### config.mk
export PLATFORM = sky130hd
export DESIGN_NAME = bin2bcd_seq_flat
export DESIGN_NICKNAME = d
export VERILOG_FILES = /design/src/rtl/disp_pkg.sv /design/src/rtl/bin2bcd_seq_if.sv /design/src/rtl/bin2bcd_seq_add3.sv /design/src/rtl/bin2bcd_seq.sv /design/src/flat_wrapper.sv
export SDC_FILE = /design/constraint.sdc
export NUM_CORES = 1
export LEC_CHECK = 0
export ABC_AREA = 0
export BUFFER_PORTS_ARGS = -buffer_cell sky130_fd_sc_hd__buf_2
export CAP_MARGIN = 10
export CORE_UTILIZATION = 60
export CTS_CLUSTER_SIZE = 12
export DETAILED_ROUTE_END_ITERATION = 16
export PLACE_DENSITY = 0.83
export SLEW_MARGIN = 20
export SYNTH_ARGS = -nofsm -noshare
export SYNTH_HDL_FRONTEND = slang
export SYNTH_SLANG_ARGS = --single-unit
### constraint.sdc
create_clock -name clk -period 5.1 [get_ports clk]
set_clock_uncertainty 0.1 [all_clocks]
set_input_delay 0.51 -clock clk [delete_from_list [all_inputs] [get_ports clk]]
set_output_delay 0.51 -clock clk [all_outputs]
set_load 0.02 [all_outputs]
### src/rtl/disp_pkg.sv
// Shared types and constants for the decimal display path (binary-to-BCD converter).
package disp_pkg;

  localparam int BIN_W   = 27;
  localparam int DIGITS  = 8;
  localparam int BCD_W   = 4 * DIGITS;
  localparam int CNT_W   = $clog2(BIN_W + 1);
  localparam logic [BIN_W-1:0] DEC_MAX = 27'd99_999_999;

  typedef enum logic {
    IDLE  = 1'b0,
    SHIFT = 1'b1
  } state_t;

  // Largest value representable in n decimal digits, used for the overflow flag.
  function automatic logic [63:0] pow10_m1(input int n);
    logic [63:0] p;
    p = 64'd1;
    for (int i = 0; i < n; i++) begin
      p = p * 64'd10;
    end
    return p - 64'd1;
  endfunction

endpackage

### src/rtl/bin2bcd_seq_if.sv
// Request/result bundle between a binary source and the BCD converter.
interface bin2bcd_seq_if #(
  parameter int BIN_W  = disp_pkg::BIN_W,
  parameter int DIGITS = disp_pkg::DIGITS
);
  // Handshake: start is a request taken only on an edge where busy=0; there is no
  // back-pressure and nothing is queued. done pulses one cycle when bcd/lz_mask/ovf update.
  logic                  start;
  logic [BIN_W-1:0]      bin;
  logic                  busy;
  logic                  done;
  logic [4*DIGITS-1:0]   bcd;
  logic [DIGITS-1:0]     lz_mask;
  logic                  ovf;

  modport master (
    output start, bin,
    input  busy, done, bcd, lz_mask, ovf
  );

  modport slave (
    input  start, bin,
    output busy, done, bcd, lz_mask, ovf
  );
endinterface

### src/rtl/bin2bcd_seq_add3.sv
// Double-dabble correction cell: a BCD digit of 5 or more gets 3 added before the shift.
module bcd_add3_digit (
  input  logic [3:0] digit_i,
  output logic [3:0] digit_o
);
  always_comb begin
    digit_o = (digit_i >= 4'd5) ? digit_i + 4'd3 : digit_i;
  end
endmodule

### src/rtl/bin2bcd_seq.sv
// Iterative double-dabble binary-to-BCD converter with leading-zero mask and overflow flag.
// Optional saturation to all-9s on overflow when BIN2BCD_SAT_EN is defined.
module bin2bcd_seq #(
  parameter int BIN_W  = disp_pkg::BIN_W,
  parameter int DIGITS = disp_pkg::DIGITS
) (
  input  logic             clk,
  input  logic             rst_n,
  bin2bcd_seq_if.slave     bus,
  output disp_pkg::state_t state_o
);
  import disp_pkg::state_t;
  import disp_pkg::IDLE;
  import disp_pkg::SHIFT;
  import disp_pkg::pow10_m1;

  localparam int BCD_W = 4 * DIGITS;
  localparam int CNT_W = $clog2(BIN_W + 1);
  localparam logic [DIGITS-1:0] LZ_RST = {{(DIGITS-1){1'b1}}, 1'b0};

  state_t             state_q, state_d;
  logic [CNT_W-1:0]   cnt_q, cnt_d;
  logic [BIN_W-1:0]   bin_q, bin_d;
  logic [BCD_W-1:0]   work_q, work_d;
  logic               ovf_pend_q, ovf_pend_d;
  logic               done_q, done_d;
  logic [BCD_W-1:0]   bcd_q, bcd_d;
  logic [DIGITS-1:0]  lz_q, lz_d;
  logic               ovf_q, ovf_d;

  logic [BCD_W-1:0]   work_adj;
  logic [BCD_W-1:0]   work_shift;
  logic [BCD_W-1:0]   final_bcd;
  logic [DIGITS-1:0]  final_lz;

  for (genvar g = 0; g < DIGITS; g++) begin : g_add3
    bcd_add3_digit u_add3 (
      .digit_i (work_q[4*g +: 4]),
      .digit_o (work_adj[4*g +: 4])
    );
  end

  // The carry out of the top digit falls off here, which yields the value mod 10^DIGITS.
  assign work_shift = {work_adj[BCD_W-2:0], bin_q[BIN_W-1]};

`ifdef BIN2BCD_SAT_EN
  assign final_bcd = ovf_pend_q ? {DIGITS{4'h9}} : work_shift;
`else
  assign final_bcd = work_shift;
`endif

  // Bit 0 never blanks, so zero still shows one digit.
  always_comb begin
    logic all_zero;
    final_lz = '0;
    all_zero = 1'b1;
    for (int i = DIGITS - 1; i >= 1; i--) begin
      all_zero    = all_zero & (final_bcd[4*i +: 4] == 4'd0);
      final_lz[i] = all_zero;
    end
  end

  always_comb begin
    state_d    = state_q;
    cnt_d      = cnt_q;
    bin_d      = bin_q;
    work_d     = work_q;
    ovf_pend_d = ovf_pend_q;
    done_d     = 1'b0;
    bcd_d      = bcd_q;
    lz_d       = lz_q;
    ovf_d      = ovf_q;
    unique case (state_q)
      IDLE: begin
        if (bus.start) begin
          bin_d      = bus.bin;
          work_d     = '0;
          cnt_d      = CNT_W'(BIN_W);
          ovf_pend_d = (64'(bus.bin) > pow10_m1(DIGITS));
          state_d    = SHIFT;
        end
      end
      SHIFT: begin
        work_d = work_shift;
        bin_d  = {bin_q[BIN_W-2:0], 1'b0};
        cnt_d  = cnt_q - 1'b1;
        if (cnt_q == CNT_W'(1)) begin
          // Results land in one step so the display never sees a partial value.
          bcd_d   = final_bcd;
          lz_d    = final_lz;
          ovf_d   = ovf_pend_q;
          done_d  = 1'b1;
          state_d = IDLE;
        end
      end
      default: state_d = IDLE;
    endcase
  end

  always_ff @(posedge clk or negedge rst_n) begin
    if (!rst_n) begin
      state_q    <= IDLE;
      cnt_q      <= '0;
      bin_q      <= '0;
      work_q     <= '0;
      ovf_pend_q <= 1'b0;
      done_q     <= 1'b0;
      bcd_q      <= '0;
      lz_q       <= LZ_RST;
      ovf_q      <= 1'b0;
    end else begin
      state_q    <= state_d;
      cnt_q      <= cnt_d;
      bin_q      <= bin_d;
      work_q     <= work_d;
      ovf_pend_q <= ovf_pend_d;
      done_q     <= done_d;
      bcd_q      <= bcd_d;
      lz_q       <= lz_d;
      ovf_q      <= ovf_d;
    end
  end

  assign bus.busy    = (state_q == SHIFT);
  assign bus.done    = done_q;
  assign bus.bcd     = bcd_q;
  assign bus.lz_mask = lz_q;
  assign bus.ovf     = ovf_q;
  assign state_o     = state_q;

endmodule

### src/flat_wrapper.sv
// flat-port wrapper written by rule: the top's interface ports become plain ports
module bin2bcd_seq_flat import disp_pkg::state_t; import disp_pkg::IDLE; import disp_pkg::SHIFT; import disp_pkg::pow10_m1;
#(
  parameter int BIN_W  = disp_pkg::BIN_W,
  parameter int DIGITS = disp_pkg::DIGITS
)
  (clk, rst_n, state_o, bus_start, bus_bin, bus_busy, bus_done, bus_bcd, bus_lz_mask, bus_ovf);
  bin2bcd_seq_if #(.BIN_W(BIN_W), .DIGITS(DIGITS)) bus_i ();
  input  logic clk;
  input  logic rst_n;
  output disp_pkg::state_t state_o;
  input wire logic [$bits(bus_i.start)-1:0] bus_start;
  input wire logic [$bits(bus_i.bin)-1:0] bus_bin;
  output wire logic [$bits(bus_i.busy)-1:0] bus_busy;
  output wire logic [$bits(bus_i.done)-1:0] bus_done;
  output wire logic [$bits(bus_i.bcd)-1:0] bus_bcd;
  output wire logic [$bits(bus_i.lz_mask)-1:0] bus_lz_mask;
  output wire logic [$bits(bus_i.ovf)-1:0] bus_ovf;
  assign bus_i.start = bus_start;
  assign bus_i.bin = bus_bin;
  assign bus_busy = bus_i.busy;
  assign bus_done = bus_i.done;
  assign bus_bcd = bus_i.bcd;
  assign bus_lz_mask = bus_i.lz_mask;
  assign bus_ovf = bus_i.ovf;
  bin2bcd_seq #(.BIN_W(BIN_W), .DIGITS(DIGITS)) u_core (.clk(clk), .rst_n(rst_n), .bus(bus_i), .state_o(state_o));
endmodule
==> impl_metrics.yaml <==
synth:
  syn-instance-count: 553
  ys.flop_type: "dfrtp_1"
  synth.distinct_cells: 40
  synth-edff-count: 0
  synth.avg_cell_area_sq_um: 9.55
  ys_ff_latch: 107
  synthArstFlopShare: 1.00
  ys.warnings.count: 0
  synth_nets: 601
  syn-cell-area_sq_mm: 0.00528
  yosysSeqAreaShare: 0.508
routing:
  avgViaCountPerCell: 5.70
  initialDrtViolationCount: 199
  drt-total-wl_um: 10800
  drc: 0
  drtAntennaViolNets: 0
  vias: 4112
  firstDrtPassIters: 5
  post_drt_wl_per_cell_um: 15.0
timing:
  drv_slew: 0
  fin_crit_ns: 2.63
  setup_viol_count_final: 0
  relSlewSlack: 0.487
  fin_crit_sh: 0.515
  holdWs_ns: 0.0588
  fin_ws_ns: 2.47
  max_freq_mhz: 381
  setup-tns-final_ns: 0
  grt_setup_unrepaired: "false"
  worst_pin_slew_ns: 0.766
  finalHoldViolCount: 0
clock_network:
  cts_max_level: 3
  ctsHoldBuffers: 0
  cts_max_path_buffers: 2
  cts.sinks: 107
  post_cts_buffers: 0
  clk_pin_slew_ns: 0.10
  cts_tree: "built"
  root_buffer: "clkbuf_8"
  clkLatencyLatePin_ns: 0.38
  cts_buffers: 9
  cts_resized: 0
final_layout:
  antennaDiodeCount: 0
  drive_gt1_frac: 0.188
  final_cell_mix: "nand2_1, dfrtp_1, buf_2, o21ai_0, mux2i_1"
  stdcell_count: 722
  final_common_cell: "nand2_1"
  regArea_sq_mm: 0.00269
  syn2layout_area_growth_pct: 12.0
  fillers: 641
  multi_input_area_sq_mm: 0.00240
  nNetsFinal: 660
power_and_ir_drop:
  clockPowerShare: 0.152
  swShare: 0.415
  ir_drop_uv: 255
  p_seq_frac: 0.391
  switching_power_w: 0.00155
  comb_power_share: 0.457
  p_per_area_mw_per_mm2: 631
  intPower_w: 0.00218
  p_leak_nw: 2.89
global_route:
  grt_max_degree: 70
  grt-ovfl-total: 0
  antenna_found_initial: 0
  grt_use_total: 0.255
  grt_pass1_wl_um: 17800
  first_global_vias: 3796
place:
  dp_hpwl_um: 7500
  port_buffers: 72
  place_ws_ns: 2.55
  gp_congestion: 0.819
  dp_cells: 706
setup_path:
  worst_setup_path_start_kind: "register"
  slowest_delay_ns: 0.64
  worst_setup_path_end_kind: "register"
  arrival_ns: 2.82
  worstRegToRegCells: 8
  crit_path_max_fanout: 5
  critPathKind: "reg2reg"
  critPathRequiredTime_ns: 5.30
  path_cells: "inv_1 -> ha_1 -> nand2b_1 -> a21oi_1 -> mux2i_1 -> nand4_1 -> or4_1 -> o21ai_1"
  critPathSlowestCell: "or4_1"
floorplan:
  io_pins: 74
  start_util: 0.630
  fp-row-count: 33
  die_height_um: 95.8
  core_sq_mm: 0.00838
  die_w_um: 95.8
  fp.dieArea_sq_mm: 0.00919
status:
  status: "complete, no violations"
hold_path:
  min_path_type: "in2async"
run:
  timing.max_cap.violations: 0
## area by class of cell
cell class / instances / share of cell area
clock inverter: 4 / 0.0129
multi-input combinational: 396 / 0.406
inverter: 22 / 0.0140
sequential: 107 / 0.454
timing repair buffer: 76 / 0.0664
clock buffer: 12 / 0.0245
tap: 105 / 0.0222
## synth_stat cells, types with 3 or more instances
master,count,share of area
a21o_1,5,0.0071
a21oi_1,26,0.025
a22o_1,3,0.0050
a31o_2,6,0.0099
and2_1,3,0.0036
buf_1,6,0.0043
clkbuf_1,20,0.014
dfrtp_1,100,0.47
dfstp_2,7,0.035
ha_1,18,0.043
inv_1,21,0.015
mux2_2,10,0.021
mux2i_1,36,0.068
nand2_1,112,0.080
nand2b_1,9,0.011
nand3_1,6,0.0057
nand4_1,8,0.0095
nor2_1,20,0.014
nor3_1,10,0.0095
nor3b_1,11,0.016
o21ai_0,65,0.062
o21ai_1,5,0.0047
o22ai_1,9,0.011
o31ai_1,6,0.0085
xnor2_1,10,0.017
## path summary, 6_finish.rpt
check	start	to	slack [ns]
min in group clk	bus_bin[0]	u_core.bin_q[0]	0.30
worst max-delay path	u_core.work_q[24]	u_core.bus.lz_mask[1]	2.47
worst min-delay path	rst_n	u_core.bus.done	0.06
worst max register to register	u_core.work_q[24]	u_core.bus.lz_mask[1]	2.47
worst min register to register	u_core.bus.lz_mask[7]	u_core.bus.lz_mask[7]	0.36
max in group asynchronous	rst_n	u_core.work_q[11]	3.69
## critical path: cells and delay by family, from the launching register on
family	cells	cell delay, ns
AND/OR/NAND/NOR	3	0.91
AO/OA/AOI/OAI	2	0.52
flip-flops	1	0.43
multiplexers	1	0.26
adder cells (fa/ha/maj)	1	0.19
buffers and inverters	1	0.13
## flip-flops by register name, indices dropped and copies added (netlist names)
| name | flops |
|---|---|
| u_core.ovf_pend_q | 1 |
| u_core.bin_q | 27 |
| u_core.bus.busy | 1 |
| u_core.bus.bcd | 32 |
| u_core.bus.lz_mask | 7 |
| u_core.work_q | 32 |
| u_core.bus.done | 1 |
| u_core.cnt_q | 5 |
| u_core.bus.ovf | 1 |
## power groups by stage
stage                     registers, W  clock network [W]  logic (W)
after global placement         0.00145                  0    0.00162
after CTS                      0.00146           0.000582    0.00171
final                          0.00146           0.000569    0.00171
after floorplan                0.00156                  0    0.00115
after detailed placement       0.00147                  0    0.00170
after global routing           0.00151           0.000608    0.00192
## cells by family after synthesis
family / Yosys count / synth area share
compound gates: 132 / 0.143
xor+xnor: 11 / 0.0182
fa+ha+maj: 18 / 0.0426
buf+inv: 50 / 0.0369
flops: 107 / 0.508
mux: 46 / 0.0895
other cells: 1 / 0.000710
simple gates: 188 / 0.161
## per-layer routing
metal | part of all wire | track usage
met5 | 0 | 0
met4 | 0.020 | 0.104
met3 | 0.054 | 0.0411
met2 | 0.46 | 0.409
met1 | 0.46 | 0.349
## per-stage QoR
| step | util | cell area (sq um) | power [W] |
|---|---|---|---|
| after floorplan | - | 5280 | 0.00270 |
| after global placement | 0.680 | 5700 | 0.00307 |
| after detailed placement | 0.680 | 5700 | 0.00317 |
| after CTS | 0.706 | 5920 | 0.00375 |
| after global routing | 0.706 | 5920 | 0.00404 |
| final | 0.706 | 5920 | 0.00374 |
No activity file was read; power rests on OpenSTA's default activity.
